$ cat config.mk
export PLATFORM = sky130hd
export DESIGN_NAME = keypad_controller
export DESIGN_NICKNAME = d
export VERILOG_FILES = /design/src/rtl/keypad_controller_pkg.sv /design/src/rtl/keypad_controller_key_debounce.sv /design/src/rtl/keypad_controller.sv
export SDC_FILE = /design/constraint.sdc
export NUM_CORES = 1
export LEC_CHECK = 0
export ABC_AREA = 0
export CAP_MARGIN = 20
export CORE_ASPECT_RATIO = 0.6
export CORE_MARGIN = 8
export CORE_UTILIZATION = 63
export DETAILED_ROUTE_END_ITERATION = 7
export DONT_BUFFER_PORTS = 1
export MAX_ROUTING_LAYER = met4
export PLACE_DENSITY = 0.79
export SKIP_LAST_GASP = 1
export SLEW_MARGIN = 20
export SYNTH_ARGS = -nofsm -noshare
export SYNTH_HDL_FRONTEND = slang
export SYNTH_SLANG_ARGS = --single-unit
$ cat constraint.sdc
create_clock -name clk -period 3.01 [get_ports clk]
set_clock_uncertainty 0.05 [all_clocks]
set_input_delay 0.602 -clock clk [delete_from_list [all_inputs] [get_ports clk]]
set_output_delay 0.602 -clock clk [all_outputs]
set_load 0.02 [all_outputs]
$ cat src/rtl/keypad_controller_pkg.sv
// Shared definitions for the key-input peripheral: register offsets, key bit
// positions and the location of the key lines in the system IRQ vector.
package keypad_controller_pkg;

  localparam logic [23:0] KEY_EDGE_OFS = 24'd0;
  localparam logic [23:0] KEY_PAD_OFS  = 24'd2;
  localparam logic [23:0] KEY_DEB_OFS  = 24'd4;

  localparam int KEY_A     = 0;
  localparam int KEY_B     = 1;
  localparam int KEY_C     = 2;
  localparam int KEY_UP    = 3;
  localparam int KEY_DOWN  = 4;
  localparam int KEY_LEFT  = 5;
  localparam int KEY_RIGHT = 6;
  localparam int KEY_POWER = 7;
  localparam int NUM_KEYS  = KEY_POWER + 1;

  localparam logic [3:0] KEY_DEB_RESET = 4'd3;

  // Key i drives irqs[KEY_IRQ_BASE + i] in the interrupt controller.
  localparam logic [4:0] KEY_IRQ_BASE = 5'h15;

  function automatic logic [4:0] key_irq_index(input logic [2:0] key);
    return KEY_IRQ_BASE + 5'(key);
  endfunction

endpackage

$ cat src/rtl/keypad_controller_key_debounce.sv
// One key line: two-flop synchroniser followed by a tick-counted debounce.
// N=0 bypasses the counter and follows the synchronised input directly.
module keypad_controller_key_debounce (
  input  logic       clk,
  input  logic       reset,
  input  logic       key_n,
  input  logic       tick,
  input  logic [3:0] n,
  input  logic       clear,
  output logic       deb
);

  logic       sync_p0;
  logic       sync_p1;
  logic [3:0] cnt;

  always_ff @(posedge clk or negedge reset) begin
    if (!reset) begin
      sync_p0 <= 1'b1;
      sync_p1 <= 1'b1;
    end else begin
      sync_p0 <= key_n;
      sync_p1 <= sync_p0;
    end
  end

  // cnt only runs while the synchronised input disagrees with deb, and a
  // KEY_DEB write restarts the wait even if a tick lands in the same cycle.
  always_ff @(posedge clk or negedge reset) begin
    if (!reset) begin
      deb <= 1'b1;
      cnt <= 4'd0;
    end else if (n == 4'd0) begin
      deb <= sync_p1;
      cnt <= 4'd0;
    end else if (clear || (sync_p1 == deb)) begin
      cnt <= 4'd0;
    end else if (tick) begin
      if (cnt + 4'd1 == n) begin
        deb <= sync_p1;
        cnt <= 4'd0;
      end else begin
        cnt <= cnt + 4'd1;
      end
    end
  end

endmodule

$ cat src/rtl/keypad_controller.sv
// Memory-mapped keypad peripheral: debounced key state, edge configuration
// and per-key one-cycle IRQ pulses for the interrupt controller.
module keypad_controller
  import keypad_controller_pkg::*;
#(
  parameter int          CLK_DIV   = 4096,
  parameter logic [23:0] BASE_ADDR = 24'h2050
) (
  input  logic        clk,
  input  logic        reset,
  input  logic        bus_write,
  input  logic        bus_read,
  input  logic [23:0] bus_address_in,
  input  logic [7:0]  bus_data_in,
  output logic [7:0]  bus_data_out,
  input  logic [7:0]  keys_n,
  output logic [7:0]  irq_keys
);

  localparam int          TICK_W    = (CLK_DIV > 1) ? $clog2(CLK_DIV) : 1;
  localparam logic [23:0] ADDR_EDGE = BASE_ADDR + KEY_EDGE_OFS;
  localparam logic [23:0] ADDR_PAD  = BASE_ADDR + KEY_PAD_OFS;
  localparam logic [23:0] ADDR_DEB  = BASE_ADDR + KEY_DEB_OFS;

  logic [TICK_W-1:0]   tick_cnt;
  logic                tick;
  logic [7:0]          key_edge;
  logic [3:0]          key_deb_n;
  logic                sel_edge;
  logic                sel_pad;
  logic                sel_deb;
  logic                deb_clear;
  logic [NUM_KEYS-1:0] deb;
  logic [NUM_KEYS-1:0] deb_q;
  logic [4:0]          unused_bus_bits;

  // Reads are decoded from the address alone; the strobe and the upper
  // KEY_DEB data bits carry no information here.
  assign unused_bus_bits = {bus_read, bus_data_in[7:4]};

  assign tick = (tick_cnt == TICK_W'(CLK_DIV - 1));

  always_ff @(posedge clk or negedge reset) begin
    if (!reset)    tick_cnt <= '0;
    else if (tick) tick_cnt <= '0;
    else           tick_cnt <= tick_cnt + TICK_W'(1);
  end

  assign sel_edge  = (bus_address_in == ADDR_EDGE);
  assign sel_pad   = (bus_address_in == ADDR_PAD);
  assign sel_deb   = (bus_address_in == ADDR_DEB);
  assign deb_clear = bus_write && sel_deb;

  always_ff @(posedge clk or negedge reset) begin
    if (!reset) begin
      key_edge  <= 8'h00;
      key_deb_n <= KEY_DEB_RESET;
    end else if (bus_write) begin
      if (sel_edge) key_edge  <= bus_data_in;
      if (sel_deb)  key_deb_n <= bus_data_in[3:0];
    end
  end

  for (genvar i = 0; i < NUM_KEYS; i++) begin : g_key
    keypad_controller_key_debounce u_debounce (
      .clk   (clk),
      .reset (reset),
      .key_n (keys_n[i]),
      .tick  (tick),
      .n     (key_deb_n),
      .clear (deb_clear),
      .deb   (deb[i])
    );
  end

  // deb_q resets to all-released so a key held through reset still raises
  // its press IRQ once it has been debounced.
  always_ff @(posedge clk or negedge reset) begin
    if (!reset) begin
      deb_q    <= 8'hFF;
      irq_keys <= 8'h00;
    end else begin
      deb_q    <= deb;
      irq_keys <= (deb_q & ~deb) | (key_edge & ~deb_q & deb);
    end
  end

  always_comb begin
    bus_data_out = 8'h00;
    if (sel_edge)     bus_data_out = key_edge;
    else if (sel_pad) bus_data_out = deb;
    else if (sel_deb) bus_data_out = {4'h0, key_deb_n};
  end

endmodule

==> run metrics, run 1 <==
outcome complete, no violations; global route total overflow 0; clock period minus final worst setup slack 2.78 ns; DR iter-0 viols 278; worst path bufs/invs 2; Synth Area in Adders 0.0232; critical path, cell by cell nor4_1 > nand4b_1 > nor4b_2 > buf_4 > nand2_1 > o21ai_0 > buf_4; post_cts resized 0; Sink Count 96; GRT Total Usage 0.205; post-synthesis mux area share 0.0711; maxcap violations 0; CP startpoint kind input port; Core ar. 7360 sq um; CP max-delay cell nor4b_2; final WL 10200 um; largest family of logic cells by synthesized area simple AND/OR/NAND/NOR gates; Most common cell on crit path buf_4; # DRC 0; Yosys Warn Count 0; distinct cell type count after synthesis 38; # rows 24; CTS buffer count 9; Layout Nets 504; FMAX 360 MHz; vias per inst 5.96; LEAKAGE 0.00222 uW; Synth top area share 0.320; CP Capture Type primary output; Pre-antenna DRT Iters 4; root buf cell clkbuf_16; Post-CTS Setup Bufs 0; chip width 129 um; Crit path largest cell delay 0.42 ns; IO Port Bufs 0; Clock Pin Slew Worst Setup and Hold Paths 0.07 ns; clk_lat worst skew 0.35 ns; Synth Area in Simple Gates 0.165; Worst VDD drop 0.452 mV; Setup TNS 0 ns; Post-DP HPWL 6800 um; layout cells sized above 1 0.200; xor/xnor share of the synthesized area 0.126; DIE AREA 10900 sq um; GPL Wtd Cong 0.834; WS Path Type in -> out; first-pass GRT wire length 17300 um; post-layout util 0.719; antenna violations before repair 0; Detail Route Antenna Nets 0; Slew @ Worst Pin 0.846 ns; dpl cells 543; largest net degree at the start of global routing 63; Top delay family on crit path simple AND/OR/NAND/NOR gates; Worst Path Required 2.36 ns; register area share after synthesis 0.504; Syn Nets 500; pwr dens 473 nW/um^2; I/O Pins 60; cell taking the most area after synthesis dfrtp_1; CP arrival 2.12 ns; htree depth 3; Antenna diodes 0; Vias 3338; Max transition margin 0.436; CP max FO 5; synthesized instance count 447; largest cells by area after synthesis dfrtp_1, dfstp_2, nand2_1; FF+latch count, synth 96; final hold violations 0; max-slew violation count 0; RSZ-0062 raised after global routing no; DR WL/cell 18.2 um; Mean Syn Cell Area 10.9 sq um; CTS tree done; period utilisation layout 0.922; Area Overhead vs Synth 8.94%; CTS max path bufs 2; Final Non-Filler Cells 560; vias in the first global route 3458; Die Y 84.0 um; Mapped Area 4850 sq um; Final Setup Violations 0; Compound-Gate Fraction of Synth Area 0.0925; Initial Util 0.660; Hold Crit Class in -> async
## worst paths after layout
| check | cells past startpoint | slack [ns] | startpoint | endpoint |
|---|---|---|---|---|
| setup / recovery | 7 | 0.23 | bus_address_in[0] | bus_data_out[1] |
| hold / removal | 0 | 0.04 | reset | deb_q[5] |
| setup reg to reg | 5 | 0.48 | key_deb_n[2] | g_key[4].u_debounce.deb |
| hold reg to reg | 0 | 0.31 | g_key[2].u_debounce.sync_p0 | g_key[2].u_debounce.sync_p1 |
| max in group asynchronous | 1 | 2.55 | reset | key_edge[6] |
| min in group clk | 0 | 0.19 | keys_n[3] | g_key[3].u_debounce.sync_p0 |
## per-stage QoR
| stage | hold slack [ns] | worst slack, ns | instance area [sq um] | total power, uW |
|---|---|---|---|---|
| floorplan | 0.256 | 0.275 | 4850 | 1400 |
| global placement | 0.259 | 0.299 | 4970 | 1410 |
| detailed placement | 0.258 | 0.219 | 4970 | 1410 |
| CTS | 0.0305 | 0.220 | 5290 | 2530 |
| global route | 0.0299 | 0.0841 | 5290 | 2580 |
| finish | 0.0402 | 0.234 | 5290 | 2500 |
## synth_stat cells, drive strengths merged
cell type,n
o31ai,2
nand4,3
mux2,20
xor2,24
or3,10
inv,2
and2,1
a21oi,39
xor3,7
a311oi,2
xnor2,27
nand2,64
buf,7
nor4bb,1
nor2,20
dfstp,34
nor4b,1
nand3,33
a22o,11
nor3b,1
clkbuf,9
nand4b,8
ha,9
and3,1
dfrtp,62
nor4,5
mux2i,12
or4,1
o21ai,21
nor2b,1
nor3,9
## power breakdown
| group | switching, uW | internal, uW |
|---|---|---|
| Clock | 515 | 578 |
| Sequential | 28.4 | 1340 |
| Combinational | 24.3 | 19.4 |
## area by class of cell
cell class	count	area [sq um]
inverter	2	7.51
clock buffer	9	225
timing repair buffer	9	87.6
fill	499	2070
sequential	96	2440
multi-input combinational	333	2330
tap	104	130
clock inverter	7	67.6
## layer usage
layer | up-vias | wire (um) | part of all wire | track usage
li1 | 1586 | - | - | -
met1 | 1672 | 4690 | 0.46 | 0.268
met2 | 76 | 4940 | 0.48 | 0.309
met3 | 4 | 526 | 0.052 | 0.0491
met4 | 0 | 54 | 0.0053 | 0.0647
met5 | - | 0 | 0 | -
## cells by family after synthesis
kind of cell    count (synthesis)
mux                            32
xor+xnor                       58
buf+inv                        18
compound gates                 75
flops                          96
simple gates                  159
fa+ha+maj                       9
## repair_timing
action                                 CTS  global route
endpoints found under the hold margin   62             0
hold buffers                             1             0
setup endpoints to repair                0             0
## layout by cell type, fill, tap and decap left out, drive strengths merged, types with 4 or more instances in the layout
cell type / instances
ha: 9
dfrtp: 62
clkinv: 5
nand3: 33
or3: 10
inv: 4
mux2i: 12
dfstp: 34
nor2: 20
nand2: 64
xnor2: 27
xor2: 24
nor4: 5
a22o: 11
clkbuf: 9
nand4b: 8
mux2: 20
o21ai: 21
nor3: 9
a21oi: 39
xor3: 7
buf: 9
## state kept, by name (all words and copies together) (netlist names)
| signal | flops |
|---|---|
| deb_q | 8 |
| g_key.u_debounce.cnt | 32 |
| g_key.u_debounce.deb | 8 |
| g_key.u_debounce.sync_p0 | 8 |
| g_key.u_debounce.sync_p1 | 8 |
| irq_keys | 8 |
| key_deb_n | 4 |
| key_edge | 8 |
| tick_cnt | 12 |
## worst reg2reg max path: stages (launching register included)
cell and delay [ns]:
dfrtp_1 0.70, xor3_1 0.53, nor3_1 0.30, nand2_1 0.19, o21ai_0 0.31, mux2_2 0.38
(Power assumes the default switching activity.)
==> inputs of run 2 (changes only) <==
--- a/config.mk
+++ b/config.mk
@@ -9,11 +9,10 @@
 export CAP_MARGIN = 20
 export CORE_ASPECT_RATIO = 0.6
 export CORE_MARGIN = 8
-export CORE_UTILIZATION = 63
+export CORE_UTILIZATION = 45
 export DETAILED_ROUTE_END_ITERATION = 7
 export DONT_BUFFER_PORTS = 1
 export MAX_ROUTING_LAYER = met4
-export PLACE_DENSITY = 0.79
 export SKIP_LAST_GASP = 1
 export SLEW_MARGIN = 20
 export SYNTH_ARGS = -nofsm -noshare
==> run metrics, run 2 (synthesis gave the netlist of run 1 again) <==
Largest register FFs 32 (unchanged); Sink Count 96 (unchanged); Detail Route Antenna Nets 0 (unchanged); largest net degree at the start of global routing 63 (unchanged); outcome complete, no violations (unchanged); period utilisation layout 0.919 (was 0.922); most common cell after layout, fill and taps aside nand2_1 (unchanged); CTS max path bufs 2 (unchanged); Max transition margin 0.428 (was 0.436); Die Y 96.5 um (was 84.0 um); final WL 10500 um (was 10200 um); DR iter-0 viols 154 (was 278); GRT Total Usage 0.159 (was 0.205); Setup TNS 0 ns (unchanged); CTS tree done (unchanged); Area Overhead vs Synth 10.1% (was 8.94%); Antenna diodes 0 (unchanged); antenna violations before repair 0 (unchanged); RSZ-0062 raised after global routing no (unchanged); post-layout util 0.508 (was 0.719); chip width 150 um (was 129 um); fillers 944 (was 499); CP startpoint kind input port (unchanged); final hold violations 0 (unchanged); area of the multi-input gates 2330 sq um (unchanged); Hold Crit Class in -> async (unchanged); Placement Setup Slack 0.253 ns (was 0.219 ns); CP Capture Type primary output (unchanged); I/O Pins 60 (unchanged); Worst VDD drop 0.287 mV (was 0.452 mV); vias in the first global route 3349 (was 3458); post_cts resized 0 (unchanged); DR WL/cell 17.6 um (was 18.2 um); first-pass GRT wire length 17300 um (about the same); Reg with most FFs g_key.u_debounce.cnt (unchanged); Final Setup Violations 0 (unchanged); final setup margin 0.245 ns (was 0.234 ns); root buf cell clkbuf_16 (unchanged); WS Path Type in -> out (unchanged); maxcap violations 0 (unchanged); Initial Util 0.461 (was 0.660); CP max FO 5 (unchanged); register area 2440 sq um (unchanged); DIE AREA 14500 sq um (was 10900 sq um); IO Port Bufs 0 (unchanged); GPL Wtd Cong 0.839 (was 0.834); max-slew violation count 0 (unchanged); most frequent cells in the layout nand2_1, dfrtp_1, a21oi_1 (unchanged); Regs by FF count g_key.u_debounce.cnt (32), tick_cnt (12) (unchanged); layout cells sized above 1 0.197 (was 0.200); Post-DP HPWL 6900 um (was 6800 um); # rows 29 (was 24); global route total overflow 0 (unchanged); Core ar. 10500 sq um (was 7360 sq um); vias per inst 5.57 (was 5.96); Power Total 2580 uW (was 2500 uW); Clock Pin Slew Worst Setup and Hold Paths 0.07 ns (about the same); clk_lat worst skew 0.35 ns (about the same); Post-CTS Setup Bufs 0 (unchanged); CTS buffer count 9 (unchanged); LEAKAGE 0.00222 uW (about the same); Vias 3312 (was 3338); Pre-antenna DRT Iters 5 (was 4); CP arrival 2.11 ns (was 2.12 ns); Min Hold Slack 0.0440 ns (was 0.0402 ns); FMAX 362 MHz (was 360 MHz); pwr dens 483 nW/um^2 (was 473 nW/um^2); Layout Nets 504 (unchanged); # DRC 0 (unchanged); clock period minus final worst setup slack 2.76 ns (was 2.78 ns); Slew @ Worst Pin 0.858 ns (was 0.846 ns); Worst Path Required 2.36 ns (about the same); htree depth 3 (unchanged)
## run 2: cell count changes in the layout (fill, tap and decap cells not counted)
cell        before  now
clkinv_4         3    0
clkinvlp_4       0    2
bufinv_16        0    1
clkbuf_1         0    1
clkinv_2         1    0
clkinv_8         1    0
inv_6            1    2
## run 2: worst max-delay path, stage by stage
cell and delay (ns):
nor4_1 0.27, nand4b_1 0.31, nor4b_2 0.42, buf_4 0.21, nand2_1 0.05, o21ai_0 0.08
buf_4 0.17
## run 2: worst paths after layout
check                                            start                           to  slack [ns]  cells past startpoint
setup reg to reg                          key_deb_n[2]      g_key[3].u_debounce.deb        0.57                      5
max in group asynchronous                        reset   g_key[4].u_debounce.cnt[3]        2.54                      1
hold reg to reg            g_key[5].u_debounce.sync_p0  g_key[5].u_debounce.sync_p1        0.31                      0
setup / recovery                    bus_address_in[17]              bus_data_out[1]        0.25                      7
hold / removal                                   reset                     deb_q[4]        0.04                      0
min in group clk                             keys_n[0]  g_key[0].u_debounce.sync_p0        0.19                      0
## run 2: metrics by stage
stage               instance area (sq um)  cells
floorplan                            4850    447
global placement                     5010    578
detailed placement                   5010    578
CTS                                  5340    595
global route                         5340    595
finish                               5340    595
## run 2: report_power, final
group          leakage (uW)  internal [uW]  switching, uW
clock              0.000142            656            518
sequential          0.00120           1340           28.6
combinational      0.000873           19.4           23.8
## run 2: repair_timing
item	4_1_cts	5_1_grt
setup endpoints to repair	0	0
hold buffers	1	0
endpoints found under the hold margin	62	0
## run 2: layout make-up
type                    count  area share
clock inverters             6      0.0138
multi-input cells         333       0.435
inverters                   2     0.00141
repair buffers              9      0.0164
clock buffers              10      0.0429
flip-flops and latches     96       0.458
well taps                 139      0.0326
## run 2: layer usage
metal  vias to the layer above  global-route usage  share of wire
met5                         -                   -              0
met4                         0              0.0554          0.013
li1                       1594                   -              -
met2                        60               0.241           0.45
met3                        15              0.0419          0.046
met1                      1643               0.206           0.50
